### src/rtl/seq_detect_param.sv
// seq_detect_param: runtime-programmable N-bit serial pattern recogniser.
//
// Bits arrive on x, one per clock while en is high, first bit first. The
// pattern register holds the sequence to look for, MSB = first bit received.
// A match raises z for exactly one cycle after the edge that sampled the last
// pattern bit. Matches are counted in a saturating counter.
//
// Optional build macro SEQDET_STICKY_EN adds the match_seen output. It is a
// sticky flag that is set by any match and cleared by reset or cnt_clr.
//
// The reset input is asynchronous and active-low, even though it is named
// "reset".
module seq_detect_param #(
   parameter int             N           = 3,
   parameter logic [N-1:0]   PATTERN_RST = 3'b101,
   parameter int             CNT_W       = 8
) (
   input  logic             clk,
   input  logic             reset,
   input  logic             en,
   input  logic             x,
   input  logic             overlap,
   input  logic             pat_load,
   input  logic [N-1:0]     pat_in,
   input  logic             cnt_clr,
   output logic             z,
   output logic [CNT_W-1:0] match_cnt,
   output logic             cnt_sat
`ifdef SEQDET_STICKY_EN
   ,
   output logic             match_seen
`endif
);

   // The fill counter has to be able to hold every value from 0 to N.
   localparam int FW = $clog2(N + 1);
   localparam logic [FW-1:0]    FILL_FULL = FW'(N);
   localparam logic [CNT_W-1:0] CNT_MAX   = '1;

   logic [N-1:0]     pat_q,  pat_d;
   logic [N-1:0]     hist_q, hist_d;
   logic [FW-1:0]    fill_q, fill_d;
   logic             z_q,    z_d;
   logic [CNT_W-1:0] cnt_q,  cnt_d;
   logic             sat_q,  sat_d;

   logic [N-1:0]     shifted;
   logic [FW-1:0]    fillInc;
   logic             hit;

   // Form the candidate history and fill level for an enabled bit, and
   // decide whether that bit completes the pattern.
   always_comb begin
      shifted = {hist_q[N-2:0], x};
      fillInc = (fill_q == FILL_FULL) ? fill_q : fill_q + FW'(1);
      hit     = 1'b0;
      if (!pat_load && en && (fillInc == FILL_FULL) && (shifted == pat_q)) begin
         hit = 1'b1;
      end
   end

   // Next state for the pattern, history and fill level. A pattern load
   // takes precedence and discards the current bit. In non-overlap mode a
   // match empties the history, so the next match needs N fresh bits.
   always_comb begin
      pat_d  = pat_q;
      hist_d = hist_q;
      fill_d = fill_q;
      z_d    = 1'b0;
      if (pat_load) begin
         pat_d  = pat_in;
         hist_d = '0;
         fill_d = '0;
      end else if (en) begin
         hist_d = shifted;
         z_d    = hit;
         if (hit && !overlap) begin
            fill_d = '0;
         end else begin
            fill_d = fillInc;
         end
      end
   end

   // Match counter. A clear overrides a simultaneous hit, so that hit is
   // lost from the count. The counter sticks at all-ones instead of
   // wrapping. The saturation flag is computed from the next value so that
   // it stays aligned with the counter register.
   always_comb begin
      cnt_d = cnt_q;
      if (cnt_clr) begin
         cnt_d = '0;
      end else if (hit && (cnt_q != CNT_MAX)) begin
         cnt_d = cnt_q + CNT_W'(1);
      end
      sat_d = (cnt_d == CNT_MAX);
   end

   // State registers. Reset clears all progress immediately and restores
   // the power-up pattern.
   always_ff @(posedge clk or negedge reset) begin
      if (!reset) begin
         pat_q  <= PATTERN_RST;
         hist_q <= '0;
         fill_q <= '0;
         z_q    <= 1'b0;
         cnt_q  <= '0;
         sat_q  <= 1'b0;
      end else begin
         pat_q  <= pat_d;
         hist_q <= hist_d;
         fill_q <= fill_d;
         z_q    <= z_d;
         cnt_q  <= cnt_d;
         sat_q  <= sat_d;
      end
   end

   assign z         = z_q;
   assign match_cnt = cnt_q;
   assign cnt_sat   = sat_q;

`ifdef SEQDET_STICKY_EN
   logic seen_q, seen_d;

   // Sticky match flag. A clear wins over a hit on the same edge.
   always_comb begin
      seen_d = seen_q;
      if (cnt_clr) begin
         seen_d = 1'b0;
      end else if (hit) begin
         seen_d = 1'b1;
      end
   end

   // Sticky flag register.
   always_ff @(posedge clk or negedge reset) begin
      if (!reset) begin
         seen_q <= 1'b0;
      end else begin
         seen_q <= seen_d;
      end
   end

   assign match_seen = seen_q;
`endif

endmodule

### config.mk
export PLATFORM = sky130hd
export DESIGN_NAME = seq_detect_param
export DESIGN_NICKNAME = d
export VERILOG_FILES = /design/src/rtl/seq_detect_param.sv
export SDC_FILE = /design/constraint.sdc
export NUM_CORES = 1
export LEC_CHECK = 0
export CAP_MARGIN = 20
export CORE_MARGIN = 8
export CORE_UTILIZATION = 45
export CTS_CLUSTER_SIZE = 25
export DETAILED_ROUTE_END_ITERATION = 16
export GPL_TIMING_DRIVEN = 0
export HOLD_SLACK_MARGIN = 0.05
export PLACE_DENSITY = 0.76
export SLEW_MARGIN = 40
export SYNTH_ARGS = -nofsm -noshare
export SYNTH_HDL_FRONTEND = slang
export SYNTH_SLANG_ARGS = --single-unit
### constraint.sdc
create_clock -name clk -period 2.8 [get_ports clk]
set_clock_uncertainty 0.1 [all_clocks]
set_input_delay 0.28 -clock clk [delete_from_list [all_inputs] [get_ports clk]]
set_output_delay 0.28 -clock clk [all_outputs]
set_load 0.01 [all_outputs]
Word level (Yosys, flattened, before mapping)

Index checks and enable logic that the tools add are counted.
Widths: inputs -> output; s select.

Add/sub/neg operators: 2
Equality and inequality tests: 5
Muxes and demuxes: 11
Reductions and logical operators: 8

Operator list:

| cell                | count |
|---|---|
| $mux 8              | 2 |
| $mux 2              | 6 |
| $add 8x1->8 const B | 1 |
| $eq 8x8->1 const B  | 1 |
| $ne 8x8->1 const B  | 1 |
| $logic_and 1x1->1   | 5 |
| $eq 2x2->1 const B  | 2 |
| $eq 3x3->1          | 1 |
| $mux 1              | 3 |
| $add 2x1->2 const B | 1 |
| $logic_not 1->1     | 2 |
| $reduce_bool 2->1   | 1 |

Bits in registers: 17
Word-level logic and storage cells: 32

Logic depth before layout (Yosys ltp)

Gate-level depths: netlist (run 1).

Depth after elaboration: 10
Mapped depth: 8

Least setup slack after synthesis (run 1)

No wires, ideal clock.

Kind: register to register
Start: register cnt_q[2] (netlist: match_cnt[2])
End: register sat_q (netlist: cnt_sat)
Arrival: 1791 ps
Required time: 2580 ps
Setup slack: 789 ps
Cell stages (with the launch flop): 7
Period minus slack after synthesis: 2011 ps
Cells stage by stage: dfrtp_1 > clkbuf_1 > nand4_1 > nor4b_1 > mux2_2 > and2_1 > and4_1

Longest elaborated chain between the ends: 5

RTL lines:

| element                                             | RTL line | source |
|---|---|---|
| start, declared                                     | 44       | `logic [CNT_W-1:0] cnt_q, cnt_d;` |
| start signal, assigned                              | 114      | `cnt_q <= cnt_d;` |
| branches (longest 2 deep; another with $add 8x1->8) | -        |  |
| $mux 8 *                                            | 93       | `end else if (hit && (cnt_q != CNT_MAX)) begin` |
| $mux 8 *                                            | 91       | `if (cnt_clr) begin` |
| via cnt_d[7]                                        | 44       |  |
| $eq 8x8->1 *                                        | 96       | `sat_d = (cnt_d == CNT_MAX);` |
| via sat_d                                           | 45       | `logic sat_q, sat_d;` |
| end signal, assigned                                | 115      | `sat_q <= sat_d;` |
| end, declared                                       | 45       |  |

Mark *: on every way through the listed nets, which the timed path passes.
A chain may end at the register's enable or synchronous reset.

Final worst setup path (run 1)

Start: input en
End: register sat_q (netlist: cnt_sat)

Longest elaborated chain between the ends: 8

RTL lines:

| element                        | RTL line | source |
|---|---|---|
| start, declared                | 20       | `input logic en,` |
| $logic_and 1x1->1 (3 in a row) | 57       | `if (!pat_load && en && (fillInc == FILL_FULL) && (shifted == pat_q)) begin` |
| $mux 1                         | 57       |  |
| $logic_and 1x1->1              | 93       |  |
| $mux 8                         | 93       |  |
| $mux 8                         | 91       |  |
| via cnt_d[7]                   | 44       |  |
| $eq 8x8->1                     | 96       |  |
| via sat_d                      | 45       |  |

The timed path passes the listed nets, and every way through them passes these cells.

==> implementation parameters, run 1 <==
Parameter                              Value

Clocking
  Clock transition time at the flip-flop clock pins of the worst setup and hold paths ... 0.10 ns
  Worst-skew pair later-pin latency ... 0.29 ns
  Number of buffers on the longest clock path ... 2
  CTS tree ... done
  Inserted Clock Buffers ... 3
  Post-CTS Repair Setup Buffers ... 0
  Clk sinks ... 17
  Root buf cell ... sky130_fd_sc_hd__clkbuf_4
  Level count of the clock H-tree ... 1
  Post-CTS Resized ... 0

Synthesis
  Post-synth ARST share ... 1.000
  Yosys warns ... 0
  Main combinational cell family by area after synthesis ... simple AND/OR/NAND/NOR gates
  Flip-flop cell with the highest count after synthesis ... sky130_fd_sc_hd__dfrtp_1
  Xor and xnor fraction of the mapped netlist area ... 0.05769
  Area fraction in and, or, nand and nor cells after synthesis ... 0.2157
  Synthesized instance count ... 90
  Fraction of the mapped netlist area in adder cells ... 0.01374
  Sequential fraction of the synthesis area ... 0.4698
  Number of enable-type register cells in the synthesized netlist ... 0
  Post-synthesis cell type count ... 34
  Portion of synthesized cell area occupied by the leading cell type ... 0.4121
  Post-synthesis register bit count ... 17
  Area of the mapped netlist ... 910.9 um2
  Complex-gate fraction of the synthesized area ... 0.1113
  Syn_nets ... 101
  Mux share of post-synthesis cell area ... 0.08242
  Average cell area after synthesis ... 10.12 um2
  Cell accounting for the most synthesized area ... sky130_fd_sc_hd__dfrtp_1
  Most area-consuming cells after synthesis ... sky130_fd_sc_hd__dfrtp_1 41%, sky130_fd_sc_hd__dfstp_2 5.8%, sky130_fd_sc_hd__mux2_2 4.9%, sky130_fd_sc_hd__xnor2_1 4.8%, sky130_fd_sc_hd__nor2_1 4.5%

STA
  Max-Slew Margin vs Limit ... 0.6966
  Ratio of final minimum period to clock period ... 0.7949
  Maximum clock rate ... 449.3 MHz
  Setup TNS ... 0 ns
  Finish-stage setup viols ... 0
  Final min period ... 2.226 ns
  Setup repair after global routing missed its margin ... no
  Final-report hold violation count ... 0
  Pins over their slew limit ... 0
  Measured slew at the worst slew-check pin ... 0.4504 ns

Power and ir drop
  Tot Pwr ... 0.4306 mW
  Power Density ... 375.7 nW/um2
  Leakage Power ... 0.4580 nW
  Peak supply drop ... 0.0002684 V

Global routing
  Via count of the first global-routing pass ... 728
  First-pass GRT wire length ... 3236 um
  Maximum number of pins on one net before global-route repair ... 18
  Global router's overall resource usage ... 0.1177
  Grt ovf ... 0
  Number of antenna violations at the first check in global routing ... 0

Layout
  Commonest cells after routing, fill and taps aside ... 16 x sky130_fd_sc_hd__clkdlybuf4s50_1, 15 x sky130_fd_sc_hd__dfrtp_1, 11 x sky130_fd_sc_hd__nor2_1, 7 x sky130_fd_sc_hd__a21oi_1
  Growth of design area from synthesis to finish ... 25.82%
  Fill cell count ... 176
  Ant. Diodes ... 0
  Layout cells sized above 1 ... 0.1339
  Most common cell after layout, fill and taps aside ... sky130_fd_sc_hd__clkdlybuf4s50_1
  Summed area of non-filler cells in the final layout ... 1146 um2
  Number of nets at the end of the flow ... 124

Routing
  Via Count ... 741
  Initial DRC count ... 20
  Post-detailed-routing wire length ... 1836 um
  Number of detailed-routing iterations run before antenna repair ... 4
  Detailed-route wire length per cell ... 13.21 um
  Antenna Nets Post-Route ... 0
  Number of vias per cell after detailed routing ... 5.331
  DRC errors left ... 0

Placement
  HPWL after detailed placement ... 1431 um
  Post-DP Area ... 1115 um2
  I/O Buffers ... 17
  Last weighted congestion value of the routability-driven placer ... 0.8733

Floorplanning
  Vert. Die Dim ... 60.99 um
  Chip width ... 60.99 um
  Overall die area ... 3720 um2
  I/O Pins ... 20
  Number of cell rows ... 16
  Starting Density ... 0.4691
  Core Area ... 1942 um2

Flow run
  Number of maximum-capacitance violations ... 0

Setup path
  Kind of critical path ... in -> reg
  Launching element type of the critical path ... input pin
  Worst-path maximum fanout ... 6
  Endpoint kind of the worst setup timing path ... register
  Flop-to-flop setup slack ... 0.63 ns
  Data arrival time at the worst-slack endpoint ... 2.31 ns
  Worst Path Required ... 2.88 ns

Run status
  Outcome ... finished clean

Hold path
  Type of the worst min-delay path ... in -> reg
-- Yosys cell counts (2+ instances only) --
cell type / count
sky130_fd_sc_hd__nand3_1: 5
sky130_fd_sc_hd__dfstp_2: 2
sky130_fd_sc_hd__nor2_1: 11
sky130_fd_sc_hd__a31oi_1: 2
sky130_fd_sc_hd__and2_1: 2
sky130_fd_sc_hd__o21ai_0: 4
sky130_fd_sc_hd__a21oi_1: 7
sky130_fd_sc_hd__inv_1: 4
sky130_fd_sc_hd__nor3_1: 2
sky130_fd_sc_hd__buf_6: 2
sky130_fd_sc_hd__mux2i_1: 3
sky130_fd_sc_hd__mux2_2: 4
sky130_fd_sc_hd__dfrtp_1: 15
sky130_fd_sc_hd__or3_1: 2
sky130_fd_sc_hd__xnor2_1: 5
sky130_fd_sc_hd__nand2_1: 2
-- metal layers --
| metal | vias to the layer above | wire length, um | track usage |
|---|---|---|---|
| li1 | 366 | - | - |
| met1 | 352 | 781 | 0.1346 |
| met2 | 19 | 917 | 0.1946 |
| met3 | 4 | 104 | 0.02754 |
| met4 | 0 | 32 | 0.06977 |
| met5 | - | 0 | 0 |
-- what timing repair did --
item,CTS,global route
setup endpoints to repair,0,0
hold endpoints to repair,0,15
hold buffers,0,1
-- final timing paths --
kind                                   startpoint                endpoint  cells past startpoint
min                                      pat_load   fill_q[0]$_DFFE_PN0P_                      2
max in group asynchronous                   reset    pat_q[0]$_DFFE_PN1P_                      2
max                                            en       cnt_sat$_DFF_PN0_                      7
min in group asynchronous                   reset  match_cnt[0]$_DFF_PN0_                      2
min reg2reg                  pat_q[1]$_DFFE_PN0P_    pat_q[1]$_DFFE_PN0P_                      1
max reg2reg                match_cnt[2]$_DFF_PN0_       cnt_sat$_DFF_PN0_                      6
-- state kept, by name, summed over array words and instances, names as in the netlist --
name and count:
hist_q 2, cnt_sat 1, match_cnt 8, fill_q 2, pat_q 3, z 1
-- critical path, stage by stage --
cell,delay (ns)
sky130_fd_sc_hd__clkdlybuf4s50_1,0.59
sky130_fd_sc_hd__and3b_1,0.21
sky130_fd_sc_hd__nand4_2,0.14
sky130_fd_sc_hd__nor4b_1,0.36
sky130_fd_sc_hd__mux2_2,0.39
sky130_fd_sc_hd__and2_1,0.16
sky130_fd_sc_hd__and4_1,0.19
-- per-stage QoR --
stage	setup slack [ns]	hold WS (ns)	cells	utilization
after floorplan	0.7890	-0.1156	90	-
after global placement	0.2990	0.3778	134	0.5741
after detailed placement	0.2412	0.3828	134	0.5741
after CTS	0.5645	0.05970	138	0.5876
after global routing	0.4540	0.06493	139	0.5902
final	0.5743	0.06824	139	0.5902
-- cell families (layout without fill, tap and decap cells) --
family                     after synthesis  in the layout
xor gates and xnor gates                 6              6
buffers and inverters                    8             30
DFF                                     17             17
adders and majority gates                1              1
muxes                                    7              7
and+or+nand+nor                         34             34
AOI/OAI and AO/OA                       17             17
-- where the power goes --
part	internal, mW	switching, mW
clock	0.0554	0.0731
combinational	0.0231	0.0181
sequential	0.255	0.00566
total	0.334	0.0969
-- final cells by class --
class                   count  area [um2]  share of cell area
multi-input cells          65       437.9              0.3821
flip-flops and latches     17       427.9              0.3734
repair buffers             18       175.2              0.1528
plain buffers               4       30.03             0.02620
inverters                   4       15.01             0.01310
well taps                  27       33.78             0.02948
clock buffers               4       26.28             0.02293
Power figures use the tool's default switching activity.
==> inputs of run 2 (changes only) <==
==> constraint.sdc (replaced) <==
create_clock -name clk -period 2.2 [get_ports clk]
set_clock_uncertainty 0.1 [all_clocks]
set_input_delay 0.22 -clock clk [delete_from_list [all_inputs] [get_ports clk]]
set_output_delay 0.22 -clock clk [all_outputs]
set_load 0.01 [all_outputs]
==> run 2 against run 1 <==
Compared with the run above: critical path depth shrank 1; wire length up 4.7%; sequential power is 28% higher; largest cell class unchanged.
==> implementation parameters, run 2 (synthesis results as in run 1) <==
Parameter                              Value

Clocking
  Clock transition time at the flip-flop clock pins of the worst setup and hold paths ... 0.09 ns (about the same)
  Number of buffers on the longest clock path ... 2 (unchanged)
  CTS tree ... done
  Root buf cell ... sky130_fd_sc_hd__clkbuf_4
  Worst-skew pair later-pin latency ... 0.29 ns (about the same)
  Level count of the clock H-tree ... 1 (unchanged)
  Clk sinks ... 17 (unchanged)
  Inserted Clock Buffers ... 3 (unchanged)

Routing
  Detailed-route wire length per cell ... 13.74 um (+4.0%)
  Post-detailed-routing wire length ... 1923 um (+4.7%)
  Number of detailed-routing iterations run before antenna repair ... 4 (unchanged)
  Initial DRC count ... 8 (-60%)
  Number of vias per cell after detailed routing ... 5.364 (+0.63%)
  DRC errors left ... 0 (unchanged)
  Via Count ... 751 (+1.3%)
  Antenna Nets Post-Route ... 0 (unchanged)

Run status
  Outcome ... finished clean

STA
  Ratio of final minimum period to clock period ... 0.9566
  Final min period ... 2.104 ns
  Finish-stage setup viols ... 0 (unchanged)
  Setup TNS ... 0 ns (unchanged)
  Pins over their slew limit ... 0 (unchanged)
  Post-route setup slack ... 0.09550 ns (-0.4788 ns)
  Final-report hold violation count ... 0 (unchanged)
  Setup repair after global routing missed its margin ... no
  Max-Slew Margin vs Limit ... 0.6992 (+0.002649)
  Worst slack on hold paths ... 0.08967 ns (+0.02143 ns)
  Measured slew at the worst slew-check pin ... 0.4464 ns (-0.003931 ns)
  Maximum clock rate ... 475.2 MHz

Global routing
  Number of antenna violations at the first check in global routing ... 0 (unchanged)
  Maximum number of pins on one net before global-route repair ... 18 (unchanged)
  Grt ovf ... 0 (unchanged)
  First-pass GRT wire length ... 3318 um (+2.5%)
  Global router's overall resource usage ... 0.1208 (+0.003030)
  Via count of the first global-routing pass ... 745 (+2.3%)

Setup path
  Endpoint kind of the worst setup timing path ... register
  Kind of critical path ... reg -> reg
  Data arrival time at the worst-slack endpoint ... 2.19 ns (-0.12 ns)
  Crit path max-delay family ... simple AND/OR/NAND/NOR gates
  Worst Path Required ... 2.28 ns (-0.60 ns)
  Launching element type of the critical path ... register
  Longest individual stage delay on the worst path ... 0.56 ns (-0.03 ns)
  Worst-path maximum fanout ... 4 (-2)
  Crit path cell chain ... xnor2_2 > nand4_2 > nor4b_2 > mux2_2 > and2_1 > and4_1
  Buf/Inv on CP ... 0 (-1)
  Critical-path top delay cell ... sky130_fd_sc_hd__dfstp_2

Power and ir drop
  Fraction of power consumed by combinational cells ... 0.100 (+0.004)
  Part of the power in registers ... 0.602 (-0.004)
  Share of power burned in the clock network ... 0.298 (about the same)
  Net load switching power ... 0.1258 mW (+30%)
  Power Density ... 470.4 nW/um2 (+25%)
  Leakage Power ... 0.4833 nW (+5.5%)
  Peak supply drop ... 0.0003468 V (+29%)
  Switching fraction of total power ... 0.2274 (+0.002423)
  Internal power ... 0.4274 mW (+28%)

Floorplanning
  I/O Pins ... 20 (unchanged)
  Core Area ... 1942 um2 (unchanged)
  Overall die area ... 3720 um2 (unchanged)
  Vert. Die Dim ... 60.99 um (unchanged)
  Number of cell rows ... 16 (unchanged)
  Starting Density ... 0.4691 (unchanged)
  Chip width ... 60.99 um (unchanged)

Hold path
  Type of the worst min-delay path ... in -> reg

Placement
  HPWL after detailed placement ... 1431 um (unchanged)
  Last weighted congestion value of the routability-driven placer ... 0.8733 (unchanged)
  Setup Slack @ Placement ... -0.2988 ns (-0.5400 ns)
  I/O Buffers ... 17 (unchanged)
  DP Cell Count ... 134 (unchanged)

Layout
  Layout cells sized above 1 ... 0.1593 (+0.02536)
  Non-filler cells in the finished layout ... 140 (+0.72%)
  Commonest cells after routing, fill and taps aside ... 15 x sky130_fd_sc_hd__dfrtp_1, 15 x sky130_fd_sc_hd__clkdlybuf4s50_1, 11 x sky130_fd_sc_hd__nor2_1, 7 x sky130_fd_sc_hd__a21oi_1, 5 x sky130_fd_sc_hd__nand3_1
  Number of nets at the end of the flow ... 125 (+0.81%)
  Max FFs per register ... 8 (unchanged)
  Ant. Diodes ... 0 (unchanged)
  Share of the core filled with cells ... 0.6057 (+0.01546)
  Growth of design area from synthesis to finish ... 29.12%

Flow run
  Number of maximum-capacitance violations ... 0 (unchanged)
[run 2: worst register-to-register path: stages, from the launching register on]
cell and delay [ns]:
sky130_fd_sc_hd__dfstp_2 0.56, sky130_fd_sc_hd__xnor2_2 0.12, sky130_fd_sc_hd__nand4_2 0.17, sky130_fd_sc_hd__nor4b_2 0.33
sky130_fd_sc_hd__mux2_2 0.38, sky130_fd_sc_hd__and2_1 0.16, sky130_fd_sc_hd__and4_1 0.19
[run 2: final timing paths]
| kind | slack [ns] | from | end | cells past startpoint |
|---|---|---|---|---|
| min | 0.09 | pat_load | pat_q[1]$_DFFE_PN0P_ | 2 |
| max in group asynchronous | 1.41 | reset | pat_q[0]$_DFFE_PN1P_ | 2 |
| max reg2reg | 0.1 | pat_q[2]$_DFFE_PN1P_ | cnt_sat$_DFF_PN0_ | 6 |
| max | 0.1 | pat_q[2]$_DFFE_PN1P_ | cnt_sat$_DFF_PN0_ | 6 |
| min in group asynchronous | 0.27 | reset | match_cnt[0]$_DFF_PN0_ | 2 |
| min reg2reg | 0.44 | pat_q[1]$_DFFE_PN0P_ | pat_q[1]$_DFFE_PN0P_ | 1 |
[run 2: final cells by class]
type	instances	area, um2
fill	165	765.7
multi-input combinational	65	451.7
buffer	3	26.28
clock buffer	4	26.28
inverter	4	15.01
sequential	17	427.9
tap	27	33.78
timing repair buffer	20	195.2
[run 2: timing repair]
action	4_1_cts	5_1_grt
gates cloned	0	0
hold endpoints to repair	4	15
endpoints found under the setup margin	1	1
resized for setup	0	3
pin swaps	1	3
hold buffers	1	1
setup buffers	0	1
[run 2: power by group through the flow]
| stage | Combinational, mW | Clock, mW | Sequential [mW] |
|---|---|---|---|
| floorplan | 0.0283 | 0 | 0.337 |
| finish | 0.0556 | 0.165 | 0.333 |
| detailed placement | 0.0536 | 0 | 0.338 |
| global route | 0.0623 | 0.188 | 0.335 |
| CTS | 0.0552 | 0.177 | 0.332 |
| global placement | 0.0518 | 0 | 0.338 |
[run 2: through the flow]
step | total power [mW] | instance area (um2)
6_report | 0.5532 | 1176
5_1_grt | 0.5851 | 1176
4_1_cts | 0.5642 | 1147
3_5_place_dp | 0.3920 | 1115
3_3_place_gp | 0.3897 | 1115
2_1_floorplan | 0.3649 | 910.9
[run 2: routing by layer]
layer  vias to the layer above  track usage  share of wire
li1                        364            -              -
met2                        21       0.2006           0.50
met1                       362       0.1383           0.43
met4                         0      0.06977          0.017
met3                         4      0.02754          0.054
met5                         -            0              0
